[config.mk]
export PLATFORM = sky130hd
export DESIGN_NAME = inst_fetch
export DESIGN_NICKNAME = d
export VERILOG_FILES = /design/src/rtl/cpu_pkg.sv /design/src/rtl/inst_fetch.sv
export SDC_FILE = /design/constraint.sdc
export NUM_CORES = 1
export LEC_CHECK = 0
export ABC_AREA = 1
export CAP_MARGIN = 10
export CORE_ASPECT_RATIO = 0.8
export CORE_UTILIZATION = 51
export CTS_BUF_LIST = sky130_fd_sc_hd__clkbuf_8
export DETAILED_ROUTE_END_ITERATION = 16
export HOLD_SLACK_MARGIN = 0.1
export PLACE_DENSITY = 0.88
export SYNTH_ARGS = -nofsm -noshare
export SYNTH_HDL_FRONTEND = slang
export SYNTH_SLANG_ARGS = --single-unit
[constraint.sdc]
create_clock -name clk -period 2.7 [get_ports clk]
set_input_delay 0.405 -clock clk [delete_from_list [all_inputs] [get_ports clk]]
set_output_delay 0.405 -clock clk [all_outputs]
set_load 0.05 [all_outputs]
[src/rtl/cpu_pkg.sv]
// Shared CPU definitions: datapath width, fetch FSM encoding and default reset PC.
package cpu_pkg;

   localparam int XLEN = 32;

   typedef enum logic [1:0] {
      FS_IDLE = 2'd0,
      FS_RUN  = 2'd1,
      FS_HALT = 2'd2
   } fetch_state_t;

   localparam logic [XLEN-1:0] DEFAULT_RESET_PC = 32'h0000_0000;

endpackage

[src/rtl/inst_fetch.sv]
// Instruction fetch: PC register, IDLE/RUN/HALT control and the IF/ID stage register.
// Handshake toward decode: an entry transfers on a rising edge where if_valid && id_ready.
module inst_fetch
   import cpu_pkg::*;
#(
   parameter logic [XLEN-1:0] RESET_PC = DEFAULT_RESET_PC,
   parameter int              ADDR_W   = 10
) (
   input  logic              clk,
   input  logic              rst,
   input  logic              start,
   input  logic              halt_req,
   input  logic              redirect_valid,
   input  logic [XLEN-1:0]   redirect_pc,
   output logic              imem_re,
   output logic [ADDR_W-1:0] imem_raddr,
   input  logic [XLEN-1:0]   imem_rdata,
   output logic              if_valid,
   output logic [XLEN-1:0]   if_pc,
   output logic [XLEN-1:0]   if_inst,
   input  logic              id_ready,
   output logic              fault,
   output logic [1:0]        state
);

   fetch_state_t    state_q, state_d;
   logic [XLEN-1:0] pc_q, pc_d;
   logic            if_valid_q, if_valid_d;
   logic [XLEN-1:0] if_pc_q, if_pc_d;
   logic [XLEN-1:0] if_inst_q, if_inst_d;
   logic            fault_q, fault_d;

   logic fire;
   logic consume;
   logic redir_bad;

   // An address is reachable only if every bit above the word index is zero.
   function automatic logic in_range(input logic [XLEN-1:0] a);
      return (a >> (ADDR_W + 2)) == '0;
   endfunction

   function automatic logic aligned(input logic [XLEN-1:0] a);
      return a[1:0] == 2'b00;
   endfunction

   always_comb begin
      redir_bad = redirect_valid && !(aligned(redirect_pc) && in_range(redirect_pc));
      consume   = if_valid_q && id_ready;
      fire      = (state_q == FS_RUN) && !halt_req && !redirect_valid && in_range(pc_q)
                  && (!if_valid_q || id_ready);
   end

   always_comb begin
      state_d    = state_q;
      pc_d       = pc_q;
      if_valid_d = if_valid_q;
      if_pc_d    = if_pc_q;
      if_inst_d  = if_inst_q;
      fault_d    = fault_q;
      case (state_q)
         FS_IDLE: begin
            if (redir_bad) begin
               fault_d = 1'b1;
               state_d = FS_HALT;
            end else begin
               if (redirect_valid) pc_d = redirect_pc;
               if (start) state_d = FS_RUN;
            end
         end
         FS_RUN: begin
            if (redir_bad || (!redirect_valid && !in_range(pc_q))) begin
               fault_d    = 1'b1;
               state_d    = FS_HALT;
               if_valid_d = 1'b0;
            end else if (halt_req) begin
               // A pending entry survives the halt and drains normally.
               state_d = FS_HALT;
               if (consume) if_valid_d = 1'b0;
            end else if (redirect_valid) begin
               pc_d       = redirect_pc;
               if_valid_d = 1'b0;
            end else if (fire) begin
               if_inst_d  = imem_rdata;
               if_pc_d    = pc_q;
               if_valid_d = 1'b1;
               pc_d       = pc_q + 32'd4;
            end else if (consume) begin
               if_valid_d = 1'b0;
            end
         end
         FS_HALT: begin
            if (consume) if_valid_d = 1'b0;
         end
         default: state_d = FS_IDLE;
      endcase
   end

   always_ff @(posedge clk or negedge rst) begin
      if (!rst) begin
         state_q    <= FS_IDLE;
         pc_q       <= RESET_PC;
         if_valid_q <= 1'b0;
         if_pc_q    <= '0;
         if_inst_q  <= '0;
         fault_q    <= 1'b0;
      end else begin
         state_q    <= state_d;
         pc_q       <= pc_d;
         if_valid_q <= if_valid_d;
         if_pc_q    <= if_pc_d;
         if_inst_q  <= if_inst_d;
         fault_q    <= fault_d;
      end
   end

   assign imem_re    = fire;
   assign imem_raddr = pc_q[ADDR_W+1:2];
   assign if_valid   = if_valid_q;
   assign if_pc      = if_pc_q;
   assign if_inst    = if_inst_q;
   assign fault      = fault_q;
   assign state      = state_q;

endmodule

Yosys cells after proc, flatten, opt, wreduce, memory -nomap -nowiden --
Index checks and enable logic that the tools add are counted.
Storage, ports and cells: bits in registers 100, input bits 70, output and inout bits 79
Cells by class: $add $sub $neg 1, eq/ne operators 11, mux-type cells 21, bitwise gates (word level) 4, reductions and logical operators 25
Operators with widths (number):
- 32-bit two-way mux | 6
- 32-bit logical NOT | 2
- 32-bit one-hot mux with 2 select lines | 1
- 32-bit by 3-bit adder with 32-bit output, second input constant | 1
- 2-bit inequality test, second input constant | 5
- 1-bit logical AND | 8
- 2-bit two-way mux | 4
- 1-bit two-way mux | 7
- 3-bit inequality test, second input constant | 2
- 2-bit one-hot mux with 3 select lines | 1
- 3-bit AND reduction | 2
- 6-bit AND reduction | 1
- 1-bit logical NOT | 5
- 5-bit AND reduction | 1
- 2-bit logical NOT | 2
- 1-bit inverter | 4
- 1-bit one-hot mux with 2 select lines | 2
- 2-bit nonzero test | 2
- 3-bit by 2-bit inequality test with 1-bit output, second input constant | 1
- 2-bit by 1-bit equality test with 1-bit output, second input constant | 1
- 2-bit equality test, second input constant | 1
- 1-bit logical OR | 2
- 2-bit by 1-bit inequality test with 1-bit output, second input constant | 1

Longest topological paths before layout --
depth after elaboration 10, mapped depth 12, gate-level depth less buffers 11

Least setup slack after synthesis --
Ideal clock, no wire load.
path type reg-to-output, start register state_q[0], in the netlist state[0], end output port imem_re, data arrival time 2.003 ns, setup slack 0.292 ns, stages on the path, launching flop included 8, path through dfrtp_1 -> ha_1 -> nand3_1 -> nor2_1 -> nand4_4 -> inv_1 -> buf_2 -> buf_2
On the way: cells in the longest elaborated chain, start to end 5
Ends and longest elaborated chain:
- start, declared | line inst_fetch.sv:26 | fetch_state_t state_q, state_d;
- start signal, assigned | line inst_fetch.sv:107 | state_q <= state_d;
- 2-bit by 1-bit equality test with 1-bit output | line inst_fetch.sv:49 | fire = (state_q == FS_RUN) && !halt_req && !redirect_valid && in_range(pc_q)
- 1-bit logical AND (3 in series) | line inst_fetch.sv:49
- 1-bit logical AND | line inst_fetch.sv:50 | && (!if_valid_q || id_ready);
- end, declared | line inst_fetch.sv:15 | output logic imem_re,
No other way between the ends.

Worst setup path in the final report --
start register state_q[1], in the netlist state[1], end output port imem_re
Same word-level chain as after synthesis.

==> results.tsv <==
metric	value	unit
status	completed	
wl_met2	5270	µm
drive_gt1_share	4.98	%
p_leak	2.98	nW
areaGrowthSynthToFinish	39.6	%
clk_latency	0.36	ns
fp.dieH	84.4	µm
max_cap_violations	0	
drt_iter0_markers	188	
m1WireLength	4480	µm
die_area	0.00887	mm²
mostFrequentLayoutCells	188 x nand2_1, 146 x clkdlybuf4s50_1, 100 x dfrtp_1, 76 x nor2_1, 54 x inv_1	
synthCells	517	
tightest_slew	0.580	ns
irDropWorstVdd	1.03	mV
period_share	93.0	%
syn-cell-area	0.00433	mm²
crit_path_end_kind	primary output	
gp_congestion	0.916	
syn_avg_cell_area	8.38	µm²
cts_tree	built	
finish.net_count	731	
p_sw_share	51.1	%
post_drt_wl_per_cell	13.7	µm
ys_ff_latch	100	
max_freq	398	MHz
vias	3778	
core_area	0.00809	mm²
instances_no_fill	770	
p_int	3.76	mW
grt_first_pass_wirelength	17600	µm
cts_root_buffer	clkbuf_8	
crit_type	reg -> out	
globalRoute.totalOverflow	0	
path_clk_slew	0.10	ns
grt_antenna_before_repair	0	
rows	29	
grt_setup_unrepaired	false	
pwr-share-comb	56.6	%
total_power	7.70	mW
setup_violations	0	
startpoint_type	register	
layout.cells.most_common	nand2_1	
die_w	105	µm
finalMaxSlewViolations	0	
ys.warnings.count	0	
slew-limit-headroom	61.4	%
cp.arrival	2.10	ns
period_needed	2.51	ns
maxUsedRoutingLayer	met4	
cts_buffer_depth	2	
seqPwrFrac	31.9	%
p_per_area	1270	mW/mm²
via_per_inst	4.91	
start_util	53.5	%
first_pass_iters	5	
post_cts_resize_count	0	
syn-num-nets	591	
whs	0.488	ns
io_buffer_count	148	
h-tree-depth	3	
ant_nets	0	
n_antenna_cell	0	
grt_usage	25.3	%
dp_cells	753	
clock_sinks	100	
final_hold_viol_count	0	
ys_types	32	
fin_tns_setup	0	ns
route.met3.wl	625	µm
routed_wl	10500	µm
pin_count	149	
clockPowerShare	11.6	%
cp_max_fo	17	
ys_seq_area_share	57.8	%
clock_skew	0.0151	ns
grt_pass1_vias	3791	
drc	0	
dpl.hpwl	7790	µm
finalInstanceArea	0.00605	mm²
hp-class	reg -> reg	
cts_buffers	9	
place_area	0.00586	mm²
cp_data_required_time	2.30	ns
p_sw	3.94	mW
grt_start_max_net_pins	57	
[critical path: stages, from the launching register on]
cell and delay, ns:
dfrtp_1 0.43, inv_1 0.09, ha_1 0.26, nand3_1 0.10, nor2_1 0.17, nand4_4 0.26, inv_1 0.26, buf_12 0.17
[synth_stat cells]
cell type / instances / area share (%)
inv_1: 54 / 4.7
o22ai_1: 1 / 0.14
nand2_1: 188 / 16
clkinv_1: 2 / 0.17
a21oi_1: 2 / 0.23
or2_2: 1 / 0.14
xor2_1: 5 / 1.0
dfrtp_1: 100 / 58
nor3b_1: 1 / 0.17
nor2_2: 2 / 0.29
o21ai_0: 18 / 2.1
nand3b_1: 2 / 0.35
buf_4: 10 / 1.7
clkinv_2: 1 / 0.12
nor2_1: 76 / 6.6
nand4_4: 1 / 0.49
o21bai_1: 1 / 0.17
clkbuf_1: 8 / 0.69
nand3_1: 14 / 1.6
nand4_1: 9 / 1.3
inv_2: 1 / 0.087
or2_1: 1 / 0.14
ha_1: 4 / 1.2
nor3_1: 2 / 0.23
nand2_2: 2 / 0.29
a21boi_2: 1 / 0.26
nand3_4: 1 / 0.40
buf_6: 1 / 0.26
or2_0: 1 / 0.14
o31ai_1: 1 / 0.17
buf_2: 5 / 0.58
nor2_4: 1 / 0.26
[per-layer routing]
layer | vias up | track usage (%)
li1 | 1839 | -
met1 | 1785 | 31.9
met2 | 137 | 43.2
met3 | 17 | 7.45
met4 | 0 | 6.15
met5 | - | 0
[stage by stage]
| step | setup WS, ns | util [%] |
|---|---|---|
| after floorplan | 0.292 | - |
| after global placement | 0.341 | 72.4 |
| after detailed placement | 0.246 | 72.4 |
| after CTS | 0.174 | 74.7 |
| after global routing | 0.00832 | 74.7 |
| final | 0.190 | 74.7 |
[layout make-up]
class                           count  area (µm²)
Inverter                           58         219
Timing Repair Buffer              153        1540
Clock buffer                        9         124
Tap cell                          108         135
Fill cell                         582        2040
Sequential cell                   100        2500
Multi-Input combinational cell    335        1470
Clock inverter                      7        56.3
[flip-flops by register name (all words and copies together) (netlist names)]
signal    count
fault         1
if_inst      32
if_pc        32
if_valid      1
pc_q         32
state         2
[kinds of logic (layout without fill, tap and decap cells)]
family | after synthesis | count (layout) | share of synthesized area, %
AO/OA/AOI/OAI | 24 | 24 | 3.06
flip-flops | 100 | 100 | 57.8
buffers and inverters | 82 | 227 | 8.32
AND/OR/NAND/NOR | 302 | 302 | 28.7
XOR/XNOR | 5 | 5 | 1.01
adder cells (fa/ha/maj) | 4 | 4 | 1.16
[timing repair]
action                                 4_1_cts  5_1_grt
hold buffers                                 1        0
buffers inserted                             0        0
endpoints found under the hold margin       44        0
[power by group through the flow]
stage | logic, mW | registers [mW] | clock network [mW]
floorplan | 1.34 | 4.02 | 0
global placement | 4.25 | 2.44 | 0
detailed placement | 4.36 | 2.47 | 0
CTS | 4.37 | 2.45 | 0.901
global route | 4.60 | 2.52 | 0.968
finish | 4.36 | 2.45 | 0.890
[worst paths after layout]
kind | slack [ns] | from | cells past startpoint | end
worst max-delay path | 0.19 | state[1] | 7 | imem_re
worst min-delay path | 0.49 | fault | 1 | fault
worst max register to register | 0.36 | state[1] | 8 | pc_q[7]
worst min register to register | 0.49 | fault | 1 | fault
max in group asynchronous | 1.44 | rst | 3 | if_inst[27]
min in group asynchronous | 0.57 | rst | 2 | state[0]
Note: power is estimated with default switching activity, not from simulation.
==> patch, RTL diff (same settings) <==
Change the parameter `ADDR_W` from 10 to 9.
--- a/src/rtl/inst_fetch.sv
+++ b/src/rtl/inst_fetch.sv
@@ -4,7 +4,7 @@
    import cpu_pkg::*;
 #(
    parameter logic [XLEN-1:0] RESET_PC = DEFAULT_RESET_PC,
-   parameter int              ADDR_W   = 10
+   parameter int              ADDR_W   = 9
 ) (
    input  logic              clk,
    input  logic              rst,
Interface: changed (resized imem_raddr); port bits go from 149 to 148. The function was not compared with the original's and may differ.
==> patch against the original RTL <==
- sequential cell count unchanged
- register-to-register slack improved by 250 ps
- sequential share of layout area increased by 0.051 points
- total power decreased by 22%
- cell count decreased by 0.26%
- routed wire length decreased by 1.6%
- synthesized area decreased by 0.64%
- cell area decreased by 0.12%
- critical path depth unchanged
- fmax increased by 9.9%
- synthesized cell count decreased by 0.58%
- clock skew decreased by 3.2 ps
- setup slack improved by 230 ps
- largest power group unchanged
==> patch: results (changes against the original RTL) <==
Fillers = 615 (+5.7%)
Clock-pin slew on the worst setup and hold paths = 90 ps
Met1 WL = 4.561 mm (+1.9%)
Pre-antenna DRT Iters = 4 (-1)
Seq pwr share = 35.2% (+3.3 points)
Final RePlAce weighted congestion = 0.8914 (-2.7%)
Crit-path leading delay family = simple AND/OR/NAND/NOR gates
CP Launch Point = state[1]$_DFFE_PN0P_
WL per Instance = 13.47 um (-1.4%)
Combinational Power = 2930 uW (-33%)
Htree depth = 3 (unchanged)
End of the worst register-to-register path = pc_q[11]$_DFFE_PN0P_
CP arrival = 1880 ps (-220 ps)
Syn_nets = 588 (-0.51%)
Synth area leaders = dfrtp_1, nand2_1, inv_1, nor2_1, nand3_1
Path depth of the worst reg2reg path = 8 (unchanged)
Routed met3 length = 444 um (-29%)
DR WL met2 = 5.120 mm (-2.8%)
Hold depth = 2 (+1)
Post-synthesis sequential area ratio = 58.12% (+0.37 points)
Fraction of layout cells with a size suffix above 1 = 5.152% (+0.17 points)
Synth cell count leaders = nand2_1, dfrtp_1, inv_1, nor2_1, nand3_1
Status = completed
Leakage = 0.003110 uW (+4.5%)
Cts bufs inserted = 9 (unchanged)
Vias per inst = 4.788 (-2.4%)
Worst setup path endpoint = imem_re
Number of global-route vias before repair = 3721 (-1.8%)
VDD IR-drop max = 764.5 uV (-25%)
Largest net degree at the start of global routing = 55 (-3.5%)
Worst Path Max Fanout = 5 (-12)
Reg-to-reg setup timing slack = 610 ps (+250 ps)
DRT iter0 DRCs = 189 (+0.53%)
Slew HR = 60.12% (-1.2 points)
Global Route Usage Sum = 25.01% (-0.24 points)
First-pass GRT wire length = 17.38 mm (-1.3%)
Adder-cell share of the synthesized area = 1.162% (+0.0074 points)
Detail Placement HPWL = 7.877 mm (+1.1%)
Clock skew = 11.93 ps (-3.166 ps)
Min-delay worst type = flop to flop
Post-synthesis compound-gate area fraction = 3.226% (+0.16 points)
Post-synthesis xor/xnor area fraction = 0.4069% (-0.60 points)
Post-CTS Setup Bufs = 0 (unchanged)
# diodes = 0 (unchanged)
Switching power = 2747 uW (-30%)
Seq. pwr = 2110 uW (-14%)
Hold endpoint = pc_q[24]$_DFFE_PN0P_
Port Buffers = 147 (-0.68%)
Nets = 729 (-0.27%)
Yosys warning count = 0 (unchanged)
Netlist cell types = 27 (-16%)
# resized after CTS = 0 (unchanged)
Top sig layer = met4
Hold wc startpoint = pc_q[24]$_DFFE_PN0P_
==> patch: cell type report <==
cell class              instances  area, um2  area share [%]
flip-flops and latches        100       2502           41.43
repair buffers                152       1531           25.35
multi-input cells             327       1426           23.61
inverters                      65      244.0           4.039
clock buffers                  10      137.6           2.278
well taps                     108      135.1           2.237
clock inverters                 6      63.81           1.056
==> patch: per-stage QoR <==
step	instances	utilization [%]	area, um2	worst slack [ps]	hold WS [ps]
final	768	74.99	6041	416.8	473.5
after detailed placement	751	72.37	5829	456.8	452.7
after global routing	768	74.99	6041	280.3	486.9
after floorplan	514	-	4305	481.5	109.4
after global placement	751	72.37	5829	540.9	446.0
after CTS	768	74.99	6041	391.6	476.3
==> patch: routing by layer <==
layer  track usage, %  vias to the layer above
met3            4.736                       16
met5                0                        -
met1            32.43                     1739
met2            42.81                      104
li1                 -                     1818
met4            8.323                        0
